File: config.mk
export PLATFORM = sky130hd
export DESIGN_NAME = mole_round_controller_flat
export DESIGN_NICKNAME = d
export VERILOG_FILES = /design/src/rtl/mole_round_controller_if.sv /design/src/rtl/mole_round_controller.sv /design/src/flat_wrapper.sv
export SDC_FILE = /design/constraint.sdc
export NUM_CORES = 1
export LEC_CHECK = 0
export CORE_ASPECT_RATIO = 2
export CORE_UTILIZATION = 45
export CTS_CLUSTER_SIZE = 28
export DETAILED_ROUTE_END_ITERATION = 8
export GPL_ROUTABILITY_DRIVEN = 0
export PLACE_DENSITY = 0.71
export SETUP_SLACK_MARGIN = 0.1
export SYNTH_ARGS = -nofsm -noshare
export SYNTH_HDL_FRONTEND = slang
export SYNTH_SLANG_ARGS = --single-unit
File: constraint.sdc
create_clock -name clock -period 1.68 [get_ports clock]
set_input_delay 0.168 -clock clock [delete_from_list [all_inputs] [get_ports clock]]
set_output_delay 0.168 -clock clock [all_outputs]
set_load 0.01 [all_outputs]
File: src/rtl/mole_round_controller_if.sv
// Signal bundle between the whack-a-mole round controller and its surroundings:
// the seconds square wave, player inputs and the display-facing outputs.
interface mole_round_controller_if;
   logic       sec_clk;
   logic       start;
   logic [7:0] whack;
   logic [7:0] mole;
   logic [7:0] score;
   logic [7:0] time_left;
   logic       playing;
   logic       game_over;

   modport master (
      output sec_clk, start, whack,
      input  mole, score, time_left, playing, game_over
   );

   modport slave (
      input  sec_clk, start, whack,
      output mole, score, time_left, playing, game_over
   );
endinterface

File: src/rtl/mole_round_controller.sv
// Whack-a-mole round sequencer: seconds tick extraction, mole selection,
// BCD round timer and BCD score.
//
//   state  | meaning
//   -------+------------------------------------------------------
//   S_IDLE | after reset, waiting for start; all outputs zero
//   S_PLAY | round running: ticks count down, moles pop, hits score
//   S_OVER | round finished; score held, waiting for start
module mole_round_controller #(
   parameter int unsigned GAME_SECONDS = 30,
   parameter int unsigned MOLE_SECONDS = 2,
   parameter logic [7:0]  LFSR_SEED    = 8'hA5
) (
   input  logic                    clock,
   input  logic                    reset,
   mole_round_controller_if.slave  bus
);

   localparam logic [7:0] GAME_BCD  = {4'(GAME_SECONDS / 10), 4'(GAME_SECONDS % 10)};
   localparam logic [3:0] MOLE_LOAD = 4'(MOLE_SECONDS);

   typedef enum logic [1:0] {
      S_IDLE = 2'd0,
      S_PLAY = 2'd1,
      S_OVER = 2'd2
   } state_t;

   state_t     state_q, state_d;
   logic       sync1, sync2, sync3;
   logic       tick;
   logic [7:0] lfsr;
   logic       lfsr_fb;
   logic [7:0] whack_prev;
   logic [7:0] press;
   logic [2:0] idx_raw, sel_idx;
   logic [7:0] sel_onehot;

   logic [7:0] mole_q, mole_d;
   logic [7:0] score_q, score_d;
   logic [7:0] time_q, time_d;
   logic [3:0] timer_q, timer_d;
   logic [2:0] prev_q, prev_d;
   logic       playing_q, game_over_q;

   function automatic logic [7:0] bcd_inc(input logic [7:0] v);
      if (v == 8'h99) return v;
      if (v[3:0] == 4'd9) return {v[7:4] + 4'd1, 4'd0};
      return {v[7:4], v[3:0] + 4'd1};
   endfunction

   function automatic logic [7:0] bcd_dec(input logic [7:0] v);
      if (v[3:0] == 4'd0) return {v[7:4] - 4'd1, 4'd9};
      return {v[7:4], v[3:0] - 4'd1};
   endfunction

   // sec_clk is asynchronous data: two flops to resolve it, a third for edge detect
   always_ff @(posedge clock) begin
      if (reset) begin
         sync1 <= 1'b0;
         sync2 <= 1'b0;
         sync3 <= 1'b0;
      end else begin
         sync1 <= bus.sec_clk;
         sync2 <= sync1;
         sync3 <= sync2;
      end
   end

   assign tick = sync2 & ~sync3;

   // x^8+x^6+x^5+x^4+1, free-running regardless of state
   assign lfsr_fb = lfsr[7] ^ lfsr[5] ^ lfsr[4] ^ lfsr[3];

   always_ff @(posedge clock) begin
      if (reset) begin
         lfsr       <= LFSR_SEED;
         whack_prev <= 8'h00;
      end else begin
         lfsr       <= {lfsr[6:0], lfsr_fb};
         whack_prev <= bus.whack;
      end
   end

   assign press = bus.whack & ~whack_prev;

   // Bump a repeated index to the next hole so the same hole never lights twice running
   assign idx_raw    = lfsr[2:0];
   assign sel_idx    = (idx_raw == prev_q) ? idx_raw + 3'd1 : idx_raw;
   assign sel_onehot = 8'b0000_0001 << sel_idx;

   always_ff @(posedge clock) begin
      if (reset) begin
         state_q <= S_IDLE;
      end else begin
         state_q <= state_d;
      end
   end

   always_comb begin
      state_d = state_q;
      mole_d  = mole_q;
      score_d = score_q;
      time_d  = time_q;
      timer_d = timer_q;
      prev_d  = prev_q;
      case (state_q)
         S_IDLE, S_OVER: begin
            if (bus.start) begin
               state_d = S_PLAY;
               time_d  = GAME_BCD;
               score_d = 8'h00;
               timer_d = MOLE_LOAD;
               mole_d  = sel_onehot;
               prev_d  = sel_idx;
            end
         end
         S_PLAY: begin
            if ((press & mole_q) != 8'h00) begin
               score_d = bcd_inc(score_q);
               mole_d  = 8'h00;
            end
            // a tick overrides the hit's mole clear, so the new mole still appears
            if (tick) begin
               if (time_q == 8'h01) begin
                  state_d = S_OVER;
                  time_d  = 8'h00;
                  mole_d  = 8'h00;
               end else begin
                  time_d = bcd_dec(time_q);
                  if (timer_q == 4'd1) begin
                     timer_d = MOLE_LOAD;
                     mole_d  = sel_onehot;
                     prev_d  = sel_idx;
                  end else begin
                     timer_d = timer_q - 4'd1;
                  end
               end
            end
         end
         default: begin
            state_d = S_IDLE;
         end
      endcase
   end

   always_ff @(posedge clock) begin
      if (reset) begin
         mole_q      <= 8'h00;
         score_q     <= 8'h00;
         time_q      <= 8'h00;
         timer_q     <= 4'd0;
         prev_q      <= 3'd0;
         playing_q   <= 1'b0;
         game_over_q <= 1'b0;
      end else begin
         mole_q      <= mole_d;
         score_q     <= score_d;
         time_q      <= time_d;
         timer_q     <= timer_d;
         prev_q      <= prev_d;
         playing_q   <= (state_d == S_PLAY);
         game_over_q <= (state_d == S_OVER);
      end
   end

   assign bus.mole      = mole_q;
   assign bus.score     = score_q;
   assign bus.time_left = time_q;
   assign bus.playing   = playing_q;
   assign bus.game_over = game_over_q;

endmodule
File: src/flat_wrapper.sv
// flat-port wrapper written by rule: the top's interface ports become plain ports
module mole_round_controller_flat 
#(
   parameter int unsigned GAME_SECONDS = 30,
   parameter int unsigned MOLE_SECONDS = 2,
   parameter logic [7:0]  LFSR_SEED    = 8'hA5
)
  (clock, reset, bus_sec_clk, bus_start, bus_whack, bus_mole, bus_score, bus_time_left, bus_playing, bus_game_over);
  mole_round_controller_if bus_i ();
  input  logic clock;
  input  logic reset;
  input wire logic [$bits(bus_i.sec_clk)-1:0] bus_sec_clk;
  input wire logic [$bits(bus_i.start)-1:0] bus_start;
  input wire logic [$bits(bus_i.whack)-1:0] bus_whack;
  output wire logic [$bits(bus_i.mole)-1:0] bus_mole;
  output wire logic [$bits(bus_i.score)-1:0] bus_score;
  output wire logic [$bits(bus_i.time_left)-1:0] bus_time_left;
  output wire logic [$bits(bus_i.playing)-1:0] bus_playing;
  output wire logic [$bits(bus_i.game_over)-1:0] bus_game_over;
  assign bus_i.sec_clk = bus_sec_clk;
  assign bus_i.start = bus_start;
  assign bus_i.whack = bus_whack;
  assign bus_mole = bus_i.mole;
  assign bus_score = bus_i.score;
  assign bus_time_left = bus_i.time_left;
  assign bus_playing = bus_i.playing;
  assign bus_game_over = bus_i.game_over;
  mole_round_controller #(.GAME_SECONDS(GAME_SECONDS), .MOLE_SECONDS(MOLE_SECONDS), .LFSR_SEED(LFSR_SEED)) u_core (.clock(clock), .reset(reset), .bus(bus_i));
endmodule
# Yosys cells after proc, flatten, opt, wreduce, memory -nomap -nowiden
# Cells that the tools add are included.
word_totals:
  regBits: 54
  latch_bits: 0
  mem_bits_rw: 0
  mem_bits_ro: 0
  inputBits: 12
  output_inout_bits: 26
  elab_cells: 103
  memories: 0
classes:
  add_sub_neg: 6
  multipliers: 0
  n_div: 0
  order_cmp: 0
  eq_ne: 16
  shifts: 1
  mux: 45
  bitwise: 8
  reduce_logical: 12
op_table:
  columns: ["op", "count"]
  rows:
  - ["2-to-1 mux 8 bit", 16]
  - ["one-hot mux 8 bit (2 select lines)", 3]
  - ["bitwise AND 8 bit", 2]
  - ["2-to-1 mux 4 bit", 4]
  - ["2-to-1 mux 3 bit", 5]
  - ["AND reduction 4 bit", 3]
  - ["subtractor 4 x 1 -> 4 bit (second input constant)", 3]
  - ["2-to-1 mux 1 bit", 11]
  - ["adder 4 x 1 -> 4 bit (second input constant)", 2]
  - ["equality test 8 x 1 -> 1 bit (second input constant)", 1]
  - ["equality test 8 bit (second input constant)", 1]
  - ["NOT 8 bit", 1]
  - ["one-hot mux 4 bit (2 select lines)", 1]
  - ["nonzero test 8 bit", 1]
  - ["left shift 1 x 3 -> 8 bit (first input constant)", 1]
  - ["2-to-1 mux 2 bit", 3]
  - ["!= test 2 x 1 -> 1 bit (second input constant)", 3]
  - ["!= test 3 x 1 -> 1 bit (second input constant)", 2]
  - ["one-hot mux 3 bit (2 select lines)", 1]
  - ["AND reduction 3 bit", 2]
  - ["AND reduction 5 bit", 1]
  - ["equality test 2 x 1 -> 1 bit (second input constant)", 2]
  - ["equality test 2 bit (second input constant)", 2]
  - ["equality test 4 x 1 -> 1 bit (second input constant)", 1]
  - ["13 further kinds", 16]

# Depth between registers and ports, before layout
# Gate-level depths: netlist of run 1.
depth:
  ltp_word: 13
  mapped_depth: 7
  ltp_nobuf: 7

# Least setup slack after synthesis of run 1
# No wires, ideal clock.
synth_timing:
  kind: "register to register"
  start: "register u_core.time_q[4] (netlist: u_core.bus.time_left[4])"
  end: "register u_core.mole_q[5] (netlist: u_core.bus.mole[5])"
  setup_ps: 76
  arrival_time_ps: 1719
  required_ps: 1604
  setup_slack_ps: -115
  stages_incl_launch_ff: 8
  n_path_buf: 0
  period_less_slack_ps: 1795
  path_cell_list: "dfxtp_1 > inv_1 > ha_1 > nand4bb_2 > o21ai_4 > a211oi_4 > or3b_1 > o22ai_1"
synth_via:
  elab_chain_len: 4
synth_lines:
  columns: ["item", "line", "rtl"]
  rows:
  - ["start, declared", "mole_round_controller.sv:40", "logic [7:0] time_q, time_d;"]
  - ["start signal, assigned", "mole_round_controller.sv:158", "time_q <= time_d;"]
  - ["equality test 8 x 1 -> 1 bit", "mole_round_controller.sv:124", "if (time_q == 8'h01) begin"]
  - ["2-to-1 mux 8 bit", "mole_round_controller.sv:124", null]
  - ["2-to-1 mux 8 bit", "mole_round_controller.sv:123", "if (tick) begin"]
  - ["one-hot mux 8 bit (2 select lines)", "mole_round_controller.sv:106", "case (state_q)"]
  - ["end signal, assigned", "mole_round_controller.sv:156", "mole_q <= mole_d;"]
  - ["end, declared", "mole_round_controller.sv:38", "logic [7:0] mole_q, mole_d;"]
# Every way passes these cells.
# A chain may end at the register's enable or synchronous reset.

# Worst setup path after layout of run 1
layout_timing:
  start: "register u_core.time_q[5] (netlist: u_core.bus.time_left[5])"
  end: "register u_core.mole_q[5] (netlist: u_core.bus.mole[5])"
# The elaborated chain is that of the path after synthesis.

==> summary.txt, run 1 <==
Synth
  • Post-synth cell types: between 50 and 60
  • Post-Syn Instances: ~270
  • Seq/Total Area, Yosys: 0.427
  • Syn nets: between 200 and 300
  • Avg Inst Size Synth: approximately 9.3 um2
  • Seq cells post-synth: 54
  • Yosys warns: 0
  • Synth Flop Type: dfxtp_1
  • FFs w/ async S/R, synth: 0
  • Number of enable flip-flop cells after synthesis: 0
  • Post-Synthesis Cell Area: around 2500 um2

Pwr
  • Int Pwr: approximately 0.0022 W
  • Switching Power: just over 0.0009 W
  • Comb pwr share: 0.269
  • P_leak: about 1.4 nW
  • Power per standard cell area: 823 nW/um2
  • Sequential share of power: 0.452
  • Clk pwr share: 0.279
  • Sw Ratio: 0.292
  • Worst VDD drop: 1.10 mV

Global routing
  • Largest net degree at the start of global routing: 18
  • Grt ovf: 0
  • Vias in the first global route: between 2000 and 2500
  • Gr usage total: 0.226
  • Initial antenna violation count: 0
  • First-pass GRT wire length: around 9700 um

Placed design
  • IO buf count: 37
  • Half-perimeter wire length after placement: around 4500 um
  • Inst Count DP: 400
  • Pre-CTS WS: -0.148 ns

Worst setup path
  • Worst R2R Path Depth: 7
  • Critical Path End Type: flop
  • Worst setup path startpoint: u_core.bus.time_left[5]$_SDFFE_PP0P_
  • Top Family by Delay on Critical Path: simple AND/OR/NAND/NOR gates
  • WP buf/inv: 1
  • Startpoint Class: flop
  • Critical path class: flop to flop
  • Critical path's slowest cell: or3b_4
  • Reg-to-reg setup timing slack: -0.0006 ns
  • Crit-path cells: inv_4, ha_4, nand4bb_4, o21ai_4, a211oi_4, or3b_4, o22ai_1
  • Max FO, Critical Path: 5
  • Reg-to-Reg End: u_core.bus.mole[5]$_SDFFE_PP0P_
  • Worst Path Required: 1.94 ns
  • Reg-to-reg startpoint: u_core.bus.time_left[5]$_SDFFE_PP0P_
  • CP max stage delay: approximately 0.43 ns
  • CP arrival: ~1.9 ns

Clock tree
  • Clk sinks: between 50 and 60
  • Root buffer cell: clkbuf_8
  • CTS tree: done
  • CTS Buf Count: 5
  • Clock Pin Slew Worst Setup and Hold Paths: 0.10 ns
  • Post-CTS Hold Buffers: 0
  • Bufs on Longest Clock Path: 2
  • Clk_lat worst skew: 0.32 ns
  • H-tree Lvls: 2

Cells and area
  • # diodes: 0
  • Area added between synthesis and finish: 52.1%
  • Layout cells sized above 1: 0.399
  • Commonest non-fill, non-tap cell in the layout: buf_4
  • Most frequent cells in the layout: buf_4, clkdlybuf4s50_1, dfxtp_1, nor2_1
  • Finished Layout Cells: roughly 430
  • Final net count: just under 400
  • Fillers: 405

Floorplan
  • Ports: 38
  • Core Area: ~5400 um2
  • Die Wd: approximately 55 um
  • Die area: 5950 um2
  • DIE HEIGHT: roughly 110 um
  • Row count: 38
  • Initial Utilization: 0.467

STA
  • Final setup violation count: 1
  • Final worst slack: -0.000569 ns
  • Tcrit/Tclk final: 1.00
  • Fmax: between 500 and 600 MHz
  • RSZ-0062 raised after global routing: true
  • Worst relative slew slack: 0.732
  • Hold Worst Slack: 0.232 ns
  • Slew @ Worst Pin: 0.399 ns
  • Fin Setup TNS: -0.000569 ns
  • Fin crit period: approximately 1.7 ns
  • Final max-slew violation count: 0
  • Worst clock skew: 0.0110 ns
  • Endpoints failing hold: 0

Status
  • Failing checks: setup timing
  • Status: finished, violations left

Route
  • Starting DRT DRC Count: 31
  • Detailed-route via count: between 2000 and 2500
  • Routed Antenna Nets: 0
  • Drt first pass iters: 4
  • # DRC: 0
  • Wire length per cell: between 15 and 20 um
  • Total Wirelength: around 6500 um
  • Vias/cell: 5.48

Job
  • Number of max-cap violations: 0

Worst hold path
  • Hold path cells: 2
  • HP Start: reset
  • Endpoint, Worst Hold: u_core.bus.time_left[4]$_SDFFE_PP0P_
  • Hold Path Class: input pin to flop
==> through the flow <==
step           power, W  instance area, um2   util
3_3_place_gp    0.00209                3270  0.603
3_5_place_dp    0.00210                3270  0.603
4_1_cts         0.00304                3530  0.651
6_report        0.00317                3850  0.711
5_1_grt         0.00331                3850  0.711
2_1_floorplan   0.00182                2580      -
==> timing repair <==
action	CTS	global route
resized for setup	26	62
pin swaps	7	15
hold endpoints to repair	0	0
endpoints found under the setup margin	28	26
cloned	0	1
setup buffers	5	12
==> registers in the layout (all words and copies together) (netlist names) <==
register / flops
u_core.bus.game_over: 1
u_core.bus.mole: 8
u_core.bus.playing: 1
u_core.bus.score: 8
u_core.bus.time_left: 8
u_core.lfsr: 8
u_core.prev_q: 3
u_core.state_q: 2
u_core.sync1: 1
u_core.sync2: 1
u_core.sync3: 1
u_core.timer_q: 4
u_core.whack_prev: 8
==> cell usage after synthesis (3+ instances only) <==
master     n  share of area
nor2_1    28          0.041
nor3_1    10          0.020
o21ai_0    8          0.016
inv_1     20          0.030
o211ai_1   5          0.015
nand3_1    5         0.0099
clkbuf_1   6         0.0089
nand2_1    9          0.013
a21oi_1   10          0.020
nand3b_1  10          0.030
nor2b_1   16          0.040
ha_1      11          0.054
xnor2_1    7          0.024
a211oi_1   4          0.012
a22oi_1    3         0.0089
o22ai_1    6          0.015
nand4_1    3         0.0074
nand2b_1   7          0.017
nor4_1     3         0.0074
or2_2      4         0.0099
xor2_1     3          0.010
o32ai_1    3          0.010
dfxtp_1   54           0.43
==> how the worst max path moves through the flow <==
stage / endpoint / slack (ns) / depth (start not counted)
after floorplan: u_core.bus.mole[5]$_SDFFE_PP0P_ / 0.07 / 7
after global placement: u_core.bus.score[5]$_SDFFE_PP0P_ / -0.11 / 7
after detailed placement: u_core.bus.score[5]$_SDFFE_PP0P_ / -0.15 / 7
after CTS: u_core.bus.mole[5]$_SDFFE_PP0P_ / 0.03 / 7
after global routing: u_core.prev_q[2]$_SDFFE_PP0P_ / -0.06 / 9
final: u_core.bus.mole[5]$_SDFFE_PP0P_ / -0.0006 / 7
==> layout make-up <==
class / instances / area, um2 / share of cell area
Clock inverter: 3 / 40.0 / 0.0104
Multi-Input combinational cell: 190 / 1650 / 0.428
Tap cell: 60 / 75.1 / 0.0195
Sequential cell: 54 / 1110 / 0.288
Clock buffer: 5 / 68.8 / 0.0179
Inverter: 20 / 87.6 / 0.0227
Timing Repair Buffer: 94 / 821 / 0.213
==> cells by family (layout without fill, tap and decap cells) <==
family,count (synthesis),count (layout),share of synthesized area
xor+xnor,10,10,0.0346
compound gates,55,55,0.169
mux,2,2,0.00790
simple gates,112,112,0.258
flops,54,54,0.427
buf+inv,29,122,0.0494
fa+ha+maj,11,11,0.0543
==> per-layer routing <==
metal | global-route usage | up-vias | routed length, um
met5 | 0 | - | 0
met4 | 0.0929 | 0 | 183
met3 | 0.0436 | 13 | 154
met2 | 0.417 | 46 | 3800
met1 | 0.228 | 1131 | 2390
li1 | - | 1146 | -
==> power by group through the flow <==
| stage | registers, W | clock network [W] | logic, W |
|---|---|---|---|
| 2_1_floorplan | 0.00145 | 0 | 0.000367 |
| 3_3_place_gp | 0.00144 | 0 | 0.000645 |
| 3_5_place_dp | 0.00145 | 0 | 0.000657 |
| 4_1_cts | 0.00142 | 0.000896 | 0.000726 |
| 5_1_grt | 0.00145 | 0.000935 | 0.000922 |
| 6_report | 0.00144 | 0.000884 | 0.000853 |
Note: power is estimated with default switching activity, not from simulation.
==> run 2: changes to the inputs <==
- CORE_UTILIZATION: 45 -> 35
- PLACE_DENSITY: 0.71 -> default
==> run 2 against run 1 <==
Highest routed layer unchanged. Largest cell class unchanged. Total power is 6.1% higher. Via count increased by 0.94%. The flow still finishes with violations (setup timing). Sequential share of layout area shrank 1.1 points.
==> summary.txt, run 2 (synthesis results as in run 1) <==
Worst setup path
  • CP arrival: 1.93 ns
  • Crit-path cells: inv_4, ha_4, nand4bb_4, o21ai_4, a211oi_4, or3b_4, o22ai_1
  • Startpoint Class: flop
  • Worst Path Required: 1.90 ns
  • Critical Path End Type: flop
  • Critical path class: flop to flop
  • Max FO, Critical Path: 4
  • Critical path's slowest cell: or3b_4
  • CP max stage delay: ~0.43 ns

Clock tree
  • Clk sinks: 54
  • CTS tree: done
  • H-tree Lvls: 2
  • Clk_lat worst skew: roughly 0.29 ns
  • Bufs on Longest Clock Path: 2
  • Clock Pin Slew Worst Setup and Hold Paths: around 0.070 ns
  • CTS Buf Count: 5
  • Root buffer cell: clkbuf_16

Pwr
  • Power, Total: about 0.0034 W
  • Worst VDD drop: between 0.6 and 0.7 mV
  • P_leak: 1.48 nW
  • Power per standard cell area: between 800 and 900 nW/um2

Route
  • # DRC: 0
  • Vias/cell: around 5.1
  • Total Wirelength: about 6600 um
  • Wire length per cell: about 14 um
  • Starting DRT DRC Count: 86
  • Drt first pass iters: 4
  • Routed Antenna Nets: 0
  • Detailed-route via count: between 2000 and 2500

Global routing
  • Grt ovf: 0
  • Largest net degree at the start of global routing: 22
  • First-pass GRT wire length: about 11000 um
  • Gr usage total: 0.177
  • Initial antenna violation count: 0
  • Vias in the first global route: about 2400

Floorplan
  • Die area: 7600 um2
  • Row count: 43
  • Ports: 38
  • Die Wd: a little over 60 um
  • DIE HEIGHT: 122 um
  • Core Area: approximately 7000 um2
  • Initial Utilization: 0.365

Placed design
  • IO buf count: 37
  • Pre-CTS WS: -0.133 ns
  • Placement Cell Area: about 3400 um2
  • Half-perimeter wire length after placement: approximately 4700 um

STA
  • RSZ-0062 raised after global routing: true
  • Slew @ Worst Pin: 0.415 ns
  • Worst clock skew: between 0.008 and 0.009 ns
  • Final setup violation count: 2
  • Endpoints failing hold: 0
  • Fmax: 584 MHz
  • Fin crit period: roughly 1.7 ns
  • Worst relative slew slack: 0.723
  • Final max-slew violation count: 0
  • Tcrit/Tclk final: 1.02
  • Final worst slack: -0.0310 ns
  • Hold Worst Slack: about 0.30 ns

Cells and area
  • # diodes: 0
  • Final net count: between 300 and 400
  • Cell area after layout: about 4000 um2
  • Most frequent cells in the layout: buf_4, dfxtp_1, clkdlybuf4s50_1, nor2_1, nor2b_1
  • Area added between synthesis and finish: 56.0%
  • Commonest non-fill, non-tap cell in the layout: buf_4
  • Fillers: roughly 600
  • Layout cells sized above 1: 0.381

Job
  • Number of max-cap violations: 0

Worst hold path
  • Hold Path Class: input pin to flop

Status
  • Status: finished, violations left
  • Failing checks: setup timing
[run 2: cell types whose count changed in the layout (fill, tap and decap cells not counted), sizes merged]
cell	change
buf	+7
clkbuf	+2
bufinv	-1
clkinv	-1
[run 2: cell type report]
| type | count | area [um2] | area share |
|---|---|---|---|
| clock inverters | 1 | 5.00 | 0.00127 |
| well taps | 90 | 113 | 0.0285 |
| inverters | 20 | 85.1 | 0.0215 |
| flip-flops and latches | 54 | 1100 | 0.277 |
| clock buffers | 7 | 143 | 0.0361 |
| repair buffers | 101 | 877 | 0.222 |
| multi-input cells | 190 | 1640 | 0.414 |
[run 2: path summary, 6_finish.rpt]
kind	endpoint	start	depth (start not counted)	slack (ns)
min	u_core.whack_prev[6]$_SDFF_PP0_	reset	2	0.30
max	u_core.bus.mole[7]$_SDFFE_PP0P_	u_core.bus.time_left[5]$_SDFFE_PP0P_	7	-0.03
min reg2reg	u_core.lfsr[7]$_SDFF_PP1_	u_core.lfsr[6]$_SDFF_PP0_	1	0.42
max reg2reg	u_core.bus.mole[7]$_SDFFE_PP0P_	u_core.bus.time_left[5]$_SDFFE_PP0P_	7	-0.03
[run 2: routing by layer]
layer | wire [um] | vias up | track usage | share of wire
li1 | - | 1166 | - | -
met1 | 2420 | 1132 | 0.174 | 0.37
met2 | 3890 | 47 | 0.356 | 0.59
met3 | 145 | 13 | 0.0260 | 0.022
met4 | 165 | 0 | 0.0756 | 0.025
met5 | 0 | - | 0 | 0
[run 2: what timing repair did]
action | CTS | global route
pin swaps | 9 | 17
setup endpoints to repair | 21 | 29
gates resized for setup | 27 | 51
hold buffers | 0 | 0
buffers inserted | 7 | 10
gates cloned | 0 | 1
[run 2: per-stage QoR]
stage / setup TNS, ns / instances / utilization
2_1_floorplan: 0 / 273 / -
3_3_place_gp: -0.705 / 437 / 0.484
3_5_place_dp: -1.13 / 437 / 0.484
4_1_cts: 0 / 452 / 0.531
5_1_grt: -0.466 / 463 / 0.570
6_report: -0.0386 / 463 / 0.570
[run 2: where the power goes]
group / switching (W) / internal, W
Clock: 0.000445 / 0.000592
Sequential: 0.0000673 / 0.00136
Combinational: 0.000427 / 0.000471
[run 2: worst max-delay path, delay by kind of cell, from the launching register on]
kind	cells	cell delay [ns]
DFF	1	0.36
AOI/OAI and AO/OA	3	0.50
adders and majority gates	1	0.16
and+or+nand+nor	2	0.58
buffers and inverters	1	0.04
==> run 3: changes to the inputs <==
- CAP_MARGIN: default -> 30
- CORE_MARGIN: default -> 3
==> run 3 against run 2 <==
First-iteration DRC count down 17%. Die area up 9.9%. Core utilization down 2.3 points. The flow now finishes without violations. Count of clock-buffer cells in the layout down 2. Cell count down 1.5%. Critical endpoint is now u_core.bus.mole[5]$_SDFFE_PP0P_. Critical path depth unchanged.
==> summary.txt, run 3 (synthesis results as in run 1) <==
Global routing
  • First-pass GRT wire length: 10500 um
  • Grt ovf: 0
  • Vias in the first global route: roughly 2300
  • Initial antenna violation count: 0
  • Gr usage total: 0.163
  • Largest net degree at the start of global routing: 21

Placed design
  • Half-perimeter wire length after placement: roughly 4700 um
  • IO buf count: 37
  • Placement Cell Area: roughly 3400 um2

Job
  • Number of max-cap violations: 0

Clock tree
  • Clk sinks: 54
  • H-tree Lvls: 2
  • Clk_lat worst skew: 0.30 ns
  • CTS Buf Count: 5
  • Bufs on Longest Clock Path: 2
  • Clock Pin Slew Worst Setup and Hold Paths: 0.07 ns
  • CTS tree: done
  • Root buffer cell: clkbuf_16

Pwr
  • Int Pwr: about 0.0023 W
  • Comb pwr share: 0.243
  • Clk pwr share: 0.322
  • Power, Total: between 0.003 and 0.004 W
  • Worst VDD drop: slightly above 0.9 mV
  • Sw Ratio: 0.286
  • Power per standard cell area: between 800 and 900 nW/um2
  • Sequential share of power: 0.436
  • P_leak: roughly 1.4 nW
  • Switching Power: 0.000936 W

Cells and area
  • Commonest non-fill, non-tap cell in the layout: buf_4
  • # diodes: 0
  • Area added between synthesis and finish: 51.0%
  • Most frequent cells in the layout: buf_4, dfxtp_1, clkdlybuf4s50_1, nor2_1, nor2b_1
  • Cell area after layout: approximately 3800 um2
  • Final net count: between 300 and 400
  • Layout cells sized above 1: 0.347
  • Fillers: between 600 and 700
  • Storage element area: around 1100 um2
  • Multi-input gate area: 1560 um2

Route
  • Drt first pass iters: 4
  • # DRC: 0
  • Vias/cell: between 5 and 6
  • Total Wirelength: roughly 6400 um
  • Detailed-route via count: 2332
  • Met3 WL: roughly 150 um
  • Starting DRT DRC Count: 71
  • Met2 routed WL: roughly 3700 um
  • Uppermost layer routed: met4
  • Routed Antenna Nets: 0
  • Wire length per cell: 14.1 um
  • Met1 WL: between 2000 and 2500 um

Worst setup path
  • Critical path class: flop to flop
  • Max FO, Critical Path: 4
  • Worst R2R Path Depth: 7
  • Startpoint Class: flop
  • Reg-to-reg setup timing slack: 0.04 ns
  • CP arrival: roughly 1.9 ns
  • Critical path's slowest cell: or3b_4
  • Critical Path End Type: flop
  • Crit-path cells: inv_4, ha_4, nand4bb_4, o21ai_4, a211oi_4, or3b_4, o22ai_1
  • WP buf/inv: 1
  • CP max stage delay: 0.43 ns
  • Reg-to-Reg End: u_core.bus.mole[5]$_SDFFE_PP0P_
  • Reg-to-reg startpoint: u_core.bus.time_left[4]$_SDFFE_PP0P_
  • Top Family by Delay on Critical Path: simple AND/OR/NAND/NOR gates
  • Worst Path Required: between 1.5 and 2 ns

Status
  • Status: completed

STA
  • Fin Setup TNS: 0 ns
  • Fin crit period: roughly 1.6 ns
  • Worst clock skew: between 0.006 and 0.007 ns
  • Slew @ Worst Pin: 0.452 ns
  • RSZ-0062 raised after global routing: true
  • Fmax: 608 MHz
  • Final setup violation count: 0
  • Tcrit/Tclk final: 0.979
  • Worst relative slew slack: 0.699
  • Final max-slew violation count: 0
  • Endpoints failing hold: 0

Worst hold path
  • Endpoint, Worst Hold: u_core.whack_prev[4]$_SDFF_PP0_
  • HP Start: reset
  • Hold Path Class: input pin to flop
  • Hold path cells: 2

Floorplan
  • Ports: 38
  • Core Area: roughly 7000 um2
  • Row count: 43
  • Die Wd: approximately 66 um
  • Initial Utilization: 0.362
  • Die area: between 8000 and 9000 um2
  • DIE HEIGHT: 126 um
[run 3: cell types whose count changed in the layout (fill, tap and decap cells not counted), sizes merged]
cell	delta
clkbuf	-2
clkinvlp	+1
buf	-7
inv	+1
[run 3: repair_timing]
| item | CTS | global route |
|---|---|---|
| buffers inserted | 6 | 5 |
| setup endpoints to repair | 23 | 28 |
| hold buffers | 0 | 0 |
| cloned | 0 | 1 |
| resized for setup | 22 | 36 |
| pin swaps | 13 | 16 |
[run 3: area by class of cell]
class	count	area share
Clock inverter	3	0.00654
Tap cell	90	0.0294
Multi-Input combinational cell	190	0.408
Timing Repair Buffer	94	0.214
Sequential cell	54	0.289
Inverter	20	0.0209
Clock buffer	5	0.0327
[run 3: worst max-delay path by stage]
stage                                                    start                                to  slack, ns  cells past startpoint
final                     u_core.bus.time_left[4]$_SDFFE_PP0P_   u_core.bus.mole[5]$_SDFFE_PP0P_       0.04                      7
after CTS                 u_core.bus.time_left[4]$_SDFFE_PP0P_   u_core.bus.mole[5]$_SDFFE_PP0P_       0.02                      7
after global placement                            bus_whack[4]  u_core.bus.score[0]$_SDFFE_PP0P_       -0.1                      7
after floorplan           u_core.bus.time_left[1]$_SDFFE_PP0P_   u_core.bus.mole[5]$_SDFFE_PP0P_       0.07                      7
after global routing            u_core.timer_q[1]$_SDFFE_PP0P_   u_core.bus.mole[1]$_SDFFE_PP0P_      -0.05                      8
after detailed placement                          bus_whack[6]  u_core.bus.score[6]$_SDFFE_PP0P_      -0.12                      7
[run 3: power groups by stage]
stage / combinational [W] / sequential [W] / clock [W]
3_3_place_gp: 0.000665 / 0.00144 / 0
2_1_floorplan: 0.000367 / 0.00145 / 0
3_5_place_dp: 0.000673 / 0.00144 / 0
6_report: 0.000794 / 0.00142 / 0.00105
5_1_grt: 0.000865 / 0.00143 / 0.00112
4_1_cts: 0.000733 / 0.00142 / 0.00109
[run 3: metal layers]
layer  global-route usage  vias to the layer above
met4               0.0766                        0
met2                0.310                       41
met5                    0                        -
met3               0.0301                       15
met1                0.160                     1113
li1                     -                     1163
[run 3: per-stage QoR]
stage                     cells  utilization  worst slack, ns  hold slack [ns]
after floorplan             273            -           0.0698            0.296
after global placement      436        0.479          -0.0957            0.396
after detailed placement    436        0.479           -0.118            0.407
after CTS                   450        0.521           0.0224            0.298
after global routing        456        0.547          -0.0482            0.340
final                       456        0.547           0.0357            0.311
